## src/rtl/hazard_redirect_unit_pkg.sv

```systemverilog
// Shared types for the fetch-control producer: widths, scoreboard slot, FSM state.
// Latency: n/a (types and a pure compare helper only).
// Backpressure: n/a.
package hazard_redirect_unit_pkg;

  localparam int REG_ADDR_W = 5;
  localparam int ADDR_W     = 32;

  // One in-flight writer tracked by the hazard scoreboard.
  typedef struct packed {
    logic                  valid;
    logic [REG_ADDR_W-1:0] rd;
    logic                  is_load;
  } sb_slot_t;

  typedef enum logic {
    RUN      = 1'b0,
    REDIRECT = 1'b1
  } fc_state_e;

  // RAW match of one source operand against one slot; r0 never matches.
  function automatic logic raw_match(input sb_slot_t slot,
                                     input logic [REG_ADDR_W-1:0] src,
                                     input logic uses);
    return slot.valid && (slot.rd == src) && uses && (src != '0);
  endfunction

endpackage

```

## src/rtl/hazard_redirect_unit_if.sv

```systemverilog
// Fetch-control bundle: ID/EX inputs in, redirect/interlock/flush/counters out.
// Latency: n/a (wiring only).
// Backpressure: isDataInterLock freezes PC and IF/ID; no other flow control.
interface hazard_redirect_unit_if
  import hazard_redirect_unit_pkg::*;
#(
  parameter int CNT_W = 32
);
  logic                  id_valid;
  logic [REG_ADDR_W-1:0] id_rs1;
  logic [REG_ADDR_W-1:0] id_rs2;
  logic                  id_uses_rs1;
  logic                  id_uses_rs2;
  logic [REG_ADDR_W-1:0] id_rd;
  logic                  id_writes_rd;
  logic                  id_is_load;
  logic                  ex_branch_valid;
  logic                  ex_branch_taken;
  logic [ADDR_W-1:0]     ex_branch_target;
  logic                  is_Branch_Taken;
  logic [ADDR_W-1:0]     branchPC;
  logic                  isDataInterLock;
  logic                  flush_if_id;
  logic                  flush_id_ex;
  logic [CNT_W-1:0]      stall_count;
  logic [CNT_W-1:0]      flush_count;

  // Hazard/redirect unit side.
  modport master (
    input  id_valid, id_rs1, id_rs2, id_uses_rs1, id_uses_rs2, id_rd,
           id_writes_rd, id_is_load, ex_branch_valid, ex_branch_taken,
           ex_branch_target,
    output is_Branch_Taken, branchPC, isDataInterLock, flush_if_id,
           flush_id_ex, stall_count, flush_count
  );

  // Pipeline side (ID/EX produce, IF consumes).
  modport slave (
    output id_valid, id_rs1, id_rs2, id_uses_rs1, id_uses_rs2, id_rd,
           id_writes_rd, id_is_load, ex_branch_valid, ex_branch_taken,
           ex_branch_target,
    input  is_Branch_Taken, branchPC, isDataInterLock, flush_if_id,
           flush_id_ex, stall_count, flush_count
  );

endinterface

```

## src/rtl/hazard_redirect_unit_scoreboard.sv

```systemverilog
// 3-slot EX/MEM/WB writer scoreboard with RAW compare against the ID instruction.
// Latency: hazard_o is combinational from slots and ID sources; slots shift every clock.
// Backpressure: none; caller drops the insert while stalled or killed.
module hazard_redirect_unit_scoreboard
  import hazard_redirect_unit_pkg::*;
#(
  parameter int FORWARDING = 1,
  parameter int WB_BYPASS  = 1
) (
  input  logic                  clk,
  input  logic                  reset,
  input  logic                  ins_vld_i,
  input  logic [REG_ADDR_W-1:0] id_rd_i,
  input  logic                  id_is_load_i,
  input  logic [REG_ADDR_W-1:0] id_rs1_i,
  input  logic                  id_uses_rs1_i,
  input  logic [REG_ADDR_W-1:0] id_rs2_i,
  input  logic                  id_uses_rs2_i,
  output logic                  hazard_o
);

  sb_slot_t ex_q, mem_q, wb_q, ex_d;
  logic     ex_hit, mem_hit, wb_hit;
  logic     unused_load_bits;

  // Older slots only feed address compares; their load flag is informational.
  assign unused_load_bits = mem_q.is_load ^ wb_q.is_load;

  // Next EX slot: the ID writer when it is allowed to issue, otherwise a bubble.
  always_comb begin
    ex_d         = '0;
    ex_d.valid   = ins_vld_i;
    ex_d.rd      = id_rd_i;
    ex_d.is_load = id_is_load_i;
  end

  // Shift writers down the pipe every cycle.
  always_ff @(posedge clk or posedge reset) begin
    if (reset) begin
      ex_q  <= '0;
      mem_q <= '0;
      wb_q  <= '0;
    end else begin
      ex_q  <= ex_d;
      mem_q <= ex_q;
      wb_q  <= mem_q;
    end
  end

  // RAW compare; with forwarding only a load still in EX cannot be bypassed.
  always_comb begin
    ex_hit   = raw_match(ex_q,  id_rs1_i, id_uses_rs1_i) | raw_match(ex_q,  id_rs2_i, id_uses_rs2_i);
    mem_hit  = raw_match(mem_q, id_rs1_i, id_uses_rs1_i) | raw_match(mem_q, id_rs2_i, id_uses_rs2_i);
    wb_hit   = raw_match(wb_q,  id_rs1_i, id_uses_rs1_i) | raw_match(wb_q,  id_rs2_i, id_uses_rs2_i);
    hazard_o = 1'b0;
    if (FORWARDING != 0) begin
      hazard_o = ex_hit & ex_q.is_load;
    end else begin
      hazard_o = ex_hit | mem_hit | ((WB_BYPASS == 0) & wb_hit);
    end
  end

endmodule

```

## src/rtl/hazard_redirect_unit.sv

```systemverilog
// Producer of fetch redirect and data-interlock stall, plus pipeline flushes and counters.
// Latency: interlock/flush_id_ex combinational; redirect/flush_if_id registered one clock after EX resolves.
// Backpressure: interlock freezes PC and IF/ID; a taken branch overrides any interlock.
module hazard_redirect_unit
  import hazard_redirect_unit_pkg::*;
#(
  parameter int FORWARDING = 1,
  parameter int WB_BYPASS  = 1,
  parameter int CNT_W      = 32
) (
  input  logic            clk,
  input  logic            reset,
  hazard_redirect_unit_if.master fc
);

  fc_state_e         state_q, state_d;
  logic              btk_q, btk_d;
  logic [ADDR_W-1:0] bpc_q, bpc_d;
  logic              fifid_q, fifid_d;
  logic [CNT_W-1:0]  stall_cnt_q, stall_cnt_d;
  logic [CNT_W-1:0]  flush_cnt_q, flush_cnt_d;
  logic              redirect_go, kill, hazard, interlock, ins_vld;

  // Branches arriving during REDIRECT are wrong-path and cannot start a new redirect.
  assign redirect_go = (state_q == RUN) & fc.ex_branch_valid & fc.ex_branch_taken;
  assign kill        = redirect_go | (state_q == REDIRECT);
  assign interlock   = fc.id_valid & hazard & ~kill;
  assign ins_vld     = fc.id_valid & fc.id_writes_rd & (fc.id_rd != '0) & ~interlock & ~kill;

  hazard_redirect_unit_scoreboard #(
    .FORWARDING (FORWARDING),
    .WB_BYPASS  (WB_BYPASS)
  ) u_sb (
    .clk           (clk),
    .reset         (reset),
    .ins_vld_i     (ins_vld),
    .id_rd_i       (fc.id_rd),
    .id_is_load_i  (fc.id_is_load),
    .id_rs1_i      (fc.id_rs1),
    .id_uses_rs1_i (fc.id_uses_rs1),
    .id_rs2_i      (fc.id_rs2),
    .id_uses_rs2_i (fc.id_uses_rs2),
    .hazard_o      (hazard)
  );

  // Redirect FSM next state, registered redirect outputs and counter updates.
  always_comb begin
    state_d     = state_q;
    btk_d       = 1'b0;
    bpc_d       = bpc_q;
    fifid_d     = 1'b0;
    flush_cnt_d = flush_cnt_q;
    stall_cnt_d = stall_cnt_q + {{(CNT_W-1){1'b0}}, interlock};
    case (state_q)
      RUN: begin
        if (redirect_go) begin
          state_d     = REDIRECT;
          btk_d       = 1'b1;
          bpc_d       = fc.ex_branch_target;
          fifid_d     = 1'b1;
          flush_cnt_d = flush_cnt_q + {{(CNT_W-1){1'b0}}, 1'b1};
        end
      end
      REDIRECT: state_d = RUN;
      default:  state_d = RUN;
    endcase
  end

  // State and registered outputs; async reset drops any pending redirect.
  always_ff @(posedge clk or posedge reset) begin
    if (reset) begin
      state_q     <= RUN;
      btk_q       <= 1'b0;
      bpc_q       <= '0;
      fifid_q     <= 1'b0;
      stall_cnt_q <= '0;
      flush_cnt_q <= '0;
    end else begin
      state_q     <= state_d;
      btk_q       <= btk_d;
      bpc_q       <= bpc_d;
      fifid_q     <= fifid_d;
      stall_cnt_q <= stall_cnt_d;
      flush_cnt_q <= flush_cnt_d;
    end
  end

  assign fc.is_Branch_Taken = btk_q;
  assign fc.branchPC        = bpc_q;
  assign fc.flush_if_id     = fifid_q;
  assign fc.isDataInterLock = interlock;
  assign fc.flush_id_ex     = interlock | kill;
  assign fc.stall_count     = stall_cnt_q;
  assign fc.flush_count     = flush_cnt_q;

endmodule

```

## src/flat_wrapper.sv

```systemverilog
// flat-port wrapper written by rule: the top's interface ports become plain ports
module hazard_redirect_unit_flat import hazard_redirect_unit_pkg::*;
#(
  parameter int FORWARDING = 1,
  parameter int WB_BYPASS  = 1,
  parameter int CNT_W      = 32
)
  (clk, reset, fc_id_valid, fc_id_rs1, fc_id_rs2, fc_id_uses_rs1, fc_id_uses_rs2, fc_id_rd, fc_id_writes_rd, fc_id_is_load, fc_ex_branch_valid, fc_ex_branch_taken, fc_ex_branch_target, fc_is_Branch_Taken, fc_branchPC, fc_isDataInterLock, fc_flush_if_id, fc_flush_id_ex, fc_stall_count, fc_flush_count);
  hazard_redirect_unit_if #(.CNT_W(CNT_W)) fc_i ();
  input  logic clk;
  input  logic reset;
  input wire logic [$bits(fc_i.id_valid)-1:0] fc_id_valid;
  input wire logic [$bits(fc_i.id_rs1)-1:0] fc_id_rs1;
  input wire logic [$bits(fc_i.id_rs2)-1:0] fc_id_rs2;
  input wire logic [$bits(fc_i.id_uses_rs1)-1:0] fc_id_uses_rs1;
  input wire logic [$bits(fc_i.id_uses_rs2)-1:0] fc_id_uses_rs2;
  input wire logic [$bits(fc_i.id_rd)-1:0] fc_id_rd;
  input wire logic [$bits(fc_i.id_writes_rd)-1:0] fc_id_writes_rd;
  input wire logic [$bits(fc_i.id_is_load)-1:0] fc_id_is_load;
  input wire logic [$bits(fc_i.ex_branch_valid)-1:0] fc_ex_branch_valid;
  input wire logic [$bits(fc_i.ex_branch_taken)-1:0] fc_ex_branch_taken;
  input wire logic [$bits(fc_i.ex_branch_target)-1:0] fc_ex_branch_target;
  output wire logic [$bits(fc_i.is_Branch_Taken)-1:0] fc_is_Branch_Taken;
  output wire logic [$bits(fc_i.branchPC)-1:0] fc_branchPC;
  output wire logic [$bits(fc_i.isDataInterLock)-1:0] fc_isDataInterLock;
  output wire logic [$bits(fc_i.flush_if_id)-1:0] fc_flush_if_id;
  output wire logic [$bits(fc_i.flush_id_ex)-1:0] fc_flush_id_ex;
  output wire logic [$bits(fc_i.stall_count)-1:0] fc_stall_count;
  output wire logic [$bits(fc_i.flush_count)-1:0] fc_flush_count;
  assign fc_i.id_valid = fc_id_valid;
  assign fc_i.id_rs1 = fc_id_rs1;
  assign fc_i.id_rs2 = fc_id_rs2;
  assign fc_i.id_uses_rs1 = fc_id_uses_rs1;
  assign fc_i.id_uses_rs2 = fc_id_uses_rs2;
  assign fc_i.id_rd = fc_id_rd;
  assign fc_i.id_writes_rd = fc_id_writes_rd;
  assign fc_i.id_is_load = fc_id_is_load;
  assign fc_i.ex_branch_valid = fc_ex_branch_valid;
  assign fc_i.ex_branch_taken = fc_ex_branch_taken;
  assign fc_i.ex_branch_target = fc_ex_branch_target;
  assign fc_is_Branch_Taken = fc_i.is_Branch_Taken;
  assign fc_branchPC = fc_i.branchPC;
  assign fc_isDataInterLock = fc_i.isDataInterLock;
  assign fc_flush_if_id = fc_i.flush_if_id;
  assign fc_flush_id_ex = fc_i.flush_id_ex;
  assign fc_stall_count = fc_i.stall_count;
  assign fc_flush_count = fc_i.flush_count;
  hazard_redirect_unit #(.FORWARDING(FORWARDING), .WB_BYPASS(WB_BYPASS), .CNT_W(CNT_W)) u_core (.clk(clk), .reset(reset), .fc(fc_i));
endmodule
```

## config.mk

```make
export PLATFORM = sky130hd
export DESIGN_NAME = hazard_redirect_unit_flat
export DESIGN_NICKNAME = d
export VERILOG_FILES = /design/src/rtl/hazard_redirect_unit_pkg.sv /design/src/rtl/hazard_redirect_unit_if.sv /design/src/rtl/hazard_redirect_unit_scoreboard.sv /design/src/rtl/hazard_redirect_unit.sv /design/src/flat_wrapper.sv
export SDC_FILE = /design/constraint.sdc
export NUM_CORES = 1
export LEC_CHECK = 0
export CAP_MARGIN = 10
export CORE_ASPECT_RATIO = 0.7
export CORE_MARGIN = 2
export CORE_UTILIZATION = 30
export CTS_BUF_LIST = sky130_fd_sc_hd__clkbuf_8 sky130_fd_sc_hd__clkbuf_16
export CTS_CLUSTER_DIAMETER = 100
export DETAILED_ROUTE_END_ITERATION = 8
export RECOVER_POWER = 100
export SYNTH_ARGS = -nofsm -noshare
export SYNTH_HDL_FRONTEND = slang
export SYNTH_SLANG_ARGS = --single-unit
```

## constraint.sdc

```tcl
create_clock -name clk -period 6 [get_ports clk]
set_clock_uncertainty 0.2 [all_clocks]
set_input_delay 1.2 -clock clk [delete_from_list [all_inputs] [get_ports clk]]
set_output_delay 1.2 -clock clk [all_outputs]
set_load 0.02 [all_outputs]
```

Yosys cells after proc, flatten, opt, wreduce, memory -nomap -nowiden
Index checks and enable logic that the tools add are counted.

cells by class
  add/subtract/negate cells = 2
  equality and inequality tests = 2
  muxes and demuxes = 3
  bitwise operators = 15
  reductions and logical operators = 10

operator list
  operator                 number
  $add A32 B1 Y32          1
  $add A32 B1 Y32 const B  1
  $reduce_bool A5 Y1       3
  $eq A5 B5 Y1             2
  $and A1 B1 Y1            9
  $logic_and A1 B1 Y1      6
  $not A1 Y1               3
  $or A1 B1 Y1             3
  $mux W1                  2
  $pmux W1 S2              1
  $reduce_and A2 Y1        1

word-level totals
  register bits = 105
  logic and storage cells = 40

Logic depth before layout (Yosys ltp)
  depth in word-level cells = 11
  depth in mapped cells = 12

Modules after synthesis
Synthesis repeated with hierarchy kept, for this count alone.

unflattened totals
  cell total of the unflattened synthesis = 436
  area, all modules = 4583.1 µm²

modules (own cells, without submodules)
  module                           times used  cells each  area each (µm²)  seq. area each (µm²)
  hazard_redirect_unit             1           409         4262.8           2427.3
  hazard_redirect_unit_scoreboard  1           27          320.3            175.2

Worst setup path before layout
OpenSTA, ideal clock, no wires.

  kind = input to register
  start point = input port fc_id_rs2[3]
  end point = register u_core.stall_cnt_q[27] (netlist: u_core.fc.stall_count[27])
  data arrival time = 3.572 ns
  required time = 5.670 ns
  slack = 2.098 ns
  cell stages on the path = 12
  buffers on the path = 1
  path through = xnor2_1 -> o2111ai_1 -> nor4_1 -> a22oi_1 -> nor2b_1 -> ha_1 -> nand2_1 -> nor3_1 -> and3_1 -> clkbuf_1 -> nand4_1 -> xnor2_1

on the way
  longest elaborated chain between the ends = 9
  elaborated cells on any way between the ends = 10
  classes of those cells = add/sub: 1; eq/ne: 1; bitwise: 4; reduce/logical: 4

ends and longest elaborated chain
  what                               RTL line                               RTL
  start, declared                    flat_wrapper.sv:14                     input wire logic [$bits(fc_i.id_rs2)-1:0] fc_id_rs2;
  $eq A5 B5 Y1                       hazard_redirect_unit_pkg.sv:25         return slot.valid && (slot.rd == src) && uses && (src != '0);
  $logic_and A1 B1 Y1 (2 in series)  hazard_redirect_unit_pkg.sv:25
  $logic_and A1 B1 Y1 *              hazard_redirect_unit_pkg.sv:25
  $or A1 B1 Y1 *                     hazard_redirect_unit_scoreboard.sv:52  ex_hit = raw_match(ex_q, id_rs1_i, id_uses_rs1_i) | raw_match(ex_q, id_rs2_i, id_uses_rs2_i);
  $and A1 B1 Y1 *                    hazard_redirect_unit_scoreboard.sv:57  hazard_o = ex_hit & ex_q.is_load;
  $and A1 B1 Y1 * (2 in series)      hazard_redirect_unit.sv:27             assign interlock = fc.id_valid & hazard & ~kill;
  via fc_isDataInterLock             flat_wrapper.sv:25                     output wire logic [$bits(fc_i.isDataInterLock)-1:0] fc_isDataInterLock;
  $add A32 B1 Y32 *                  hazard_redirect_unit.sv:53             stall_cnt_d = stall_cnt_q + {{(CNT_W-1){1'b0}}, interlock};
  via u_core.stall_cnt_d[27]         hazard_redirect_unit.sv:20             logic [CNT_W-1:0] stall_cnt_q, stall_cnt_d;
  end signal, assigned               hazard_redirect_unit.sv:83             stall_cnt_q <= stall_cnt_d;
  end, declared                      hazard_redirect_unit.sv:20

The timed path passes the listed nets; every way through them passes the cells marked *.
A chain may end at the register's enable or synchronous reset.

Worst setup path in the final report
  start point = input port fc_id_rs1[2]
  end point = output port fc_isDataInterLock

on the way
  longest elaborated chain between the ends = 8
  elaborated cells on any way between the ends = 9
  classes of those cells = eq/ne: 1; bitwise: 4; reduce/logical: 4

ends and longest elaborated chain
  what                               RTL line                               RTL
  start, declared                    flat_wrapper.sv:13                     input wire logic [$bits(fc_i.id_rs1)-1:0] fc_id_rs1;
  $eq A5 B5 Y1                       hazard_redirect_unit_pkg.sv:25
  $logic_and A1 B1 Y1 (2 in series)  hazard_redirect_unit_pkg.sv:25
  $logic_and A1 B1 Y1 *              hazard_redirect_unit_pkg.sv:25
  $or A1 B1 Y1 *                     hazard_redirect_unit_scoreboard.sv:52
  $and A1 B1 Y1 *                    hazard_redirect_unit_scoreboard.sv:57
  $and A1 B1 Y1 * (2 in series)      hazard_redirect_unit.sv:27
  end, declared                      flat_wrapper.sv:25

Mark *: on every way between the ends. The rest lies on a longest branch, timed or not.

==> impl_results.md <==
* Distinct cell type count after synthesis at 35
* Slowest cell on crit path: dlygate4sd3_1
* Least-Margin Pin Slew at 2.74 ns
* Cells along the critical path: dlygate4sd3_1 > xnor2_1 > o2111ai_1 > nor4_1 > a22oi_1 > nor2b_1 > dlygate4sd3_1
* Cell Count Post-Placement at 750
* Floorplan die width at 148 um
* Die span in y at 105 um
* Largest net degree at the start of global routing at 64
* Cell family with most CP delay: buffers and inverters
* EDFF count, synth at 0
* Cell taking the most area after synthesis: dfrtp_1
* Crit. End Element: output pin
* Fill count at 1307
* Inserted Clock Buffers at 9
* Internal Dissipation at around 1.2 mW
* Syn avg cell area at between 10 and 15 um^2
* TritonCTS clock tree: yes
* Number of nets in the synthesized netlist at 471
* Global-route wire length before repair at 18600 um
* Final standard cell count with taps included and fillers excluded at 765
* Synthesized netlist cell count at 412
* Clock group share of total power at 0.352
* Shortest clock period the worst path allows after layout at 4.75 ns
* Sequential share of the synthesized area at 0.594
* Post-Route Hold Slack at 0.267 ns
* Comb pwr share at 0.169
* Type of the setup path with the least slack: input port to output pin
* Sequential cell fraction of total power at 0.479
* Via count at 3512
* Final net count at 630
* Total overflow reported by the global router at 0
* Ports at 156
* H-Tree Level Count at 3
* Critical path startpoint category: input port
* Antenna Nets Post-Route at 0
* Antenna cell count at 0
* 1st-pass router iterations at 4
* # Post-CTS Setup Buffers at 0
* Clk pin slew, worst setup/hold paths at 0.07 ns
* Initial antenna violation count at 0
* Worst path bufs/invs at 2
* Leading cell types by total area after synthesis: dfrtp_1, nand2_1, xnor2_1
* Number of maximum-capacitance violations at 1
* Unrepaired setup endpoints after global routing: false
* Final critical-path share of the clock period at 0.792
* Layout Cell Area excl Fill at 6430 um^2
* Data arrival time of the worst path at 3.35 ns
* Final total negative setup slack at 0 ns
* Maximum fanout count along the critical path at 3
* GRT Resource Usage Total at 0.147
* Die area at about 16000 um^2
* Clock insertion delay at the later pin of the skew report at 0.34 ns
* Leading cell type by number of instances after synthesis: nand2_1
* Area growth from synthesis to final layout at 46.6%
* Run status: complete, but fails checks
* Violated checks: max-capacitance violations, max-slew violations
* Proportion of layout cells with a drive suffix above 1 at 0.0400
* Most used standard cells in the synthesized netlist: nand2_1, dfrtp_1, xnor2_1, nand3_1, xor2_1
* Maximum operating frequency at between 0.2 and 0.25 GHz
* Hold buffer count at CTS at 0
* Core region area at around 14000 um^2
* Total power of the final layout at between 1.5 and 2 mW
* Worst ir drop on vdd at 0.116 mV
* Top cell by count, worst path: dlygate4sd3_1
* Starting DRT DRC Count at 107
* Fin. Hold Viols at 0
* Pwr/cell area at about 260 nW/um^2
* Share of flip-flops with an asynchronous set or reset at 1.00
* Post-cts resize count at 0
* Initial core utilization at 0.311
* Data required time of the critical path at 4.60 ns
* Clock Tree Root: clkbuf_16
* Number of endpoints failing setup at the final stage at 0
* Post-synthesis register bit count at 104
* Most used DFF post-synth: dfrtp_1
* Max Slew Vio Count at 64
* Cell area after placement at 6150 um^2
* Static Leak at 3.12 nW
* Yosys top cell area share at 0.594
* Number of warnings reported in the yosys synthesis log at 0
* Via density per instance at about 4.6
* Delay contributed by the slowest stage of the critical path at 0.69 ns
* Final GP Congestion at 0.781
* DP Wirelength at about 8000 um
* Switching portion of total power at 0.271
* TritonCTS Sinks at between 100 and 150
* I/O Buffers at 155
* Switching pwr at 451 uW
* Min-delay worst type: flop to flop
* Number of buffers on the longest clock path at 2
* Post-Synthesis Cell Area at around 4400 um^2
* Mean routed wirelength per cell at 14.3 um
* Max-slew headroom at the worst pin at -0.834
* Final wirelength at 10900 um
* Core Rows at 36
* Residual DRC count at 0
* Via count of the first global-routing pass at 3612
==> kinds of logic after synthesis <==
| kind of cell | count (synthesis) | synth area share |
|---|---|---|
| compound gates | 7 | 0.0114 |
| xor+xnor | 69 | 0.138 |
| fa+ha+maj | 3 | 0.00856 |
| buf+inv | 15 | 0.0137 |
| flops | 104 | 0.594 |
| simple gates | 214 | 0.235 |
==> flip-flops by register name, summed over array words and instances, names as in the netlist <==
register                   count
u_core.fc.is_Branch_Taken      1
u_core.fc.stall_count         32
u_core.fc.branchPC            32
u_core.fc.flush_count         32
u_core.u_sb.ex_q               7
==> path summary, 6_finish.rpt <==
path / from / slack, ns / to / cells past startpoint
max in group asynchronous: reset / 1.70 / u_core.fc.branchPC[13]$_DFFE_PP0P_ / 3
min reg2reg: u_core.fc.stall_count[31]$_DFF_PP0_ / 0.27 / u_core.fc.stall_count[31]$_DFF_PP0_ / 1
min in group asynchronous: reset / 1.89 / u_core.fc.branchPC[9]$_DFFE_PP0P_ / 2
max: fc_id_rs1[2] / 1.25 / fc_isDataInterLock / 7
min: u_core.fc.stall_count[31]$_DFF_PP0_ / 0.27 / u_core.fc.stall_count[31]$_DFF_PP0_ / 1
max reg2reg: u_core.u_sb.ex_q[4]$_DFF_PP0_ / 2.73 / u_core.fc.stall_count[28]$_DFF_PP0_ / 11
==> cell type report <==
| type | instances | area (um^2) | area share |
|---|---|---|---|
| Sequential cell | 104 | 2600 | 0.405 |
| Multi-Input combinational cell | 293 | 1710 | 0.265 |
| Timing Repair Buffer | 157 | 1560 | 0.243 |
| Clock buffer | 10 | 239 | 0.0372 |
| Tap cell | 190 | 238 | 0.0370 |
| Clock inverter | 5 | 56.3 | 0.00876 |
| Inverter | 6 | 23.8 | 0.00370 |
==> metrics by stage <==
| stage | util | worst slack (ns) |
|---|---|---|
| floorplan | - | 1.87 |
| global placement | 0.436 | 1.43 |
| detailed placement | 0.436 | 1.39 |
| CTS | 0.457 | 1.39 |
| global route | 0.456 | 1.00 |
| finish | 0.456 | 1.25 |
==> power by group through the flow <==
stage	sequential (mW)	combinational (mW)	clock [mW]
global placement	0.809	0.301	0
global route	0.808	0.306	0.634
detailed placement	0.812	0.303	0
CTS	0.800	0.305	0.607
floorplan	0.866	0.0729	0
finish	0.798	0.281	0.586
==> layout by cell type, fill, tap and decap left out, types with 2 or more instances in the layout <==
master and count:
nor2_1 9, o2111ai_1 2, dlygate4sd3_1 109, dfrtp_1 104, and4_2 3, o21ai_0 2
nand3_1 23, nor4_1 5, clkinv_2 2, nand2_1 121, xnor2_1 46, ha_1 3
nand4_1 17, nor3_1 12, xor2_1 23, clkdlybuf4s50_1 46, and4_1 6, clkbuf_16 9
inv_1 4, and3_1 8
==> per-layer routing <==
metal | up-vias | GRT usage | share of wire
li1 | 1697 | - | -
met2 | 102 | 0.223 | 0.44
met4 | 0 | 0.0333 | 0.011
met1 | 1700 | 0.198 | 0.46
met3 | 13 | 0.0616 | 0.084
met5 | - | 0 | 0
Power figures use the tool's default switching activity.
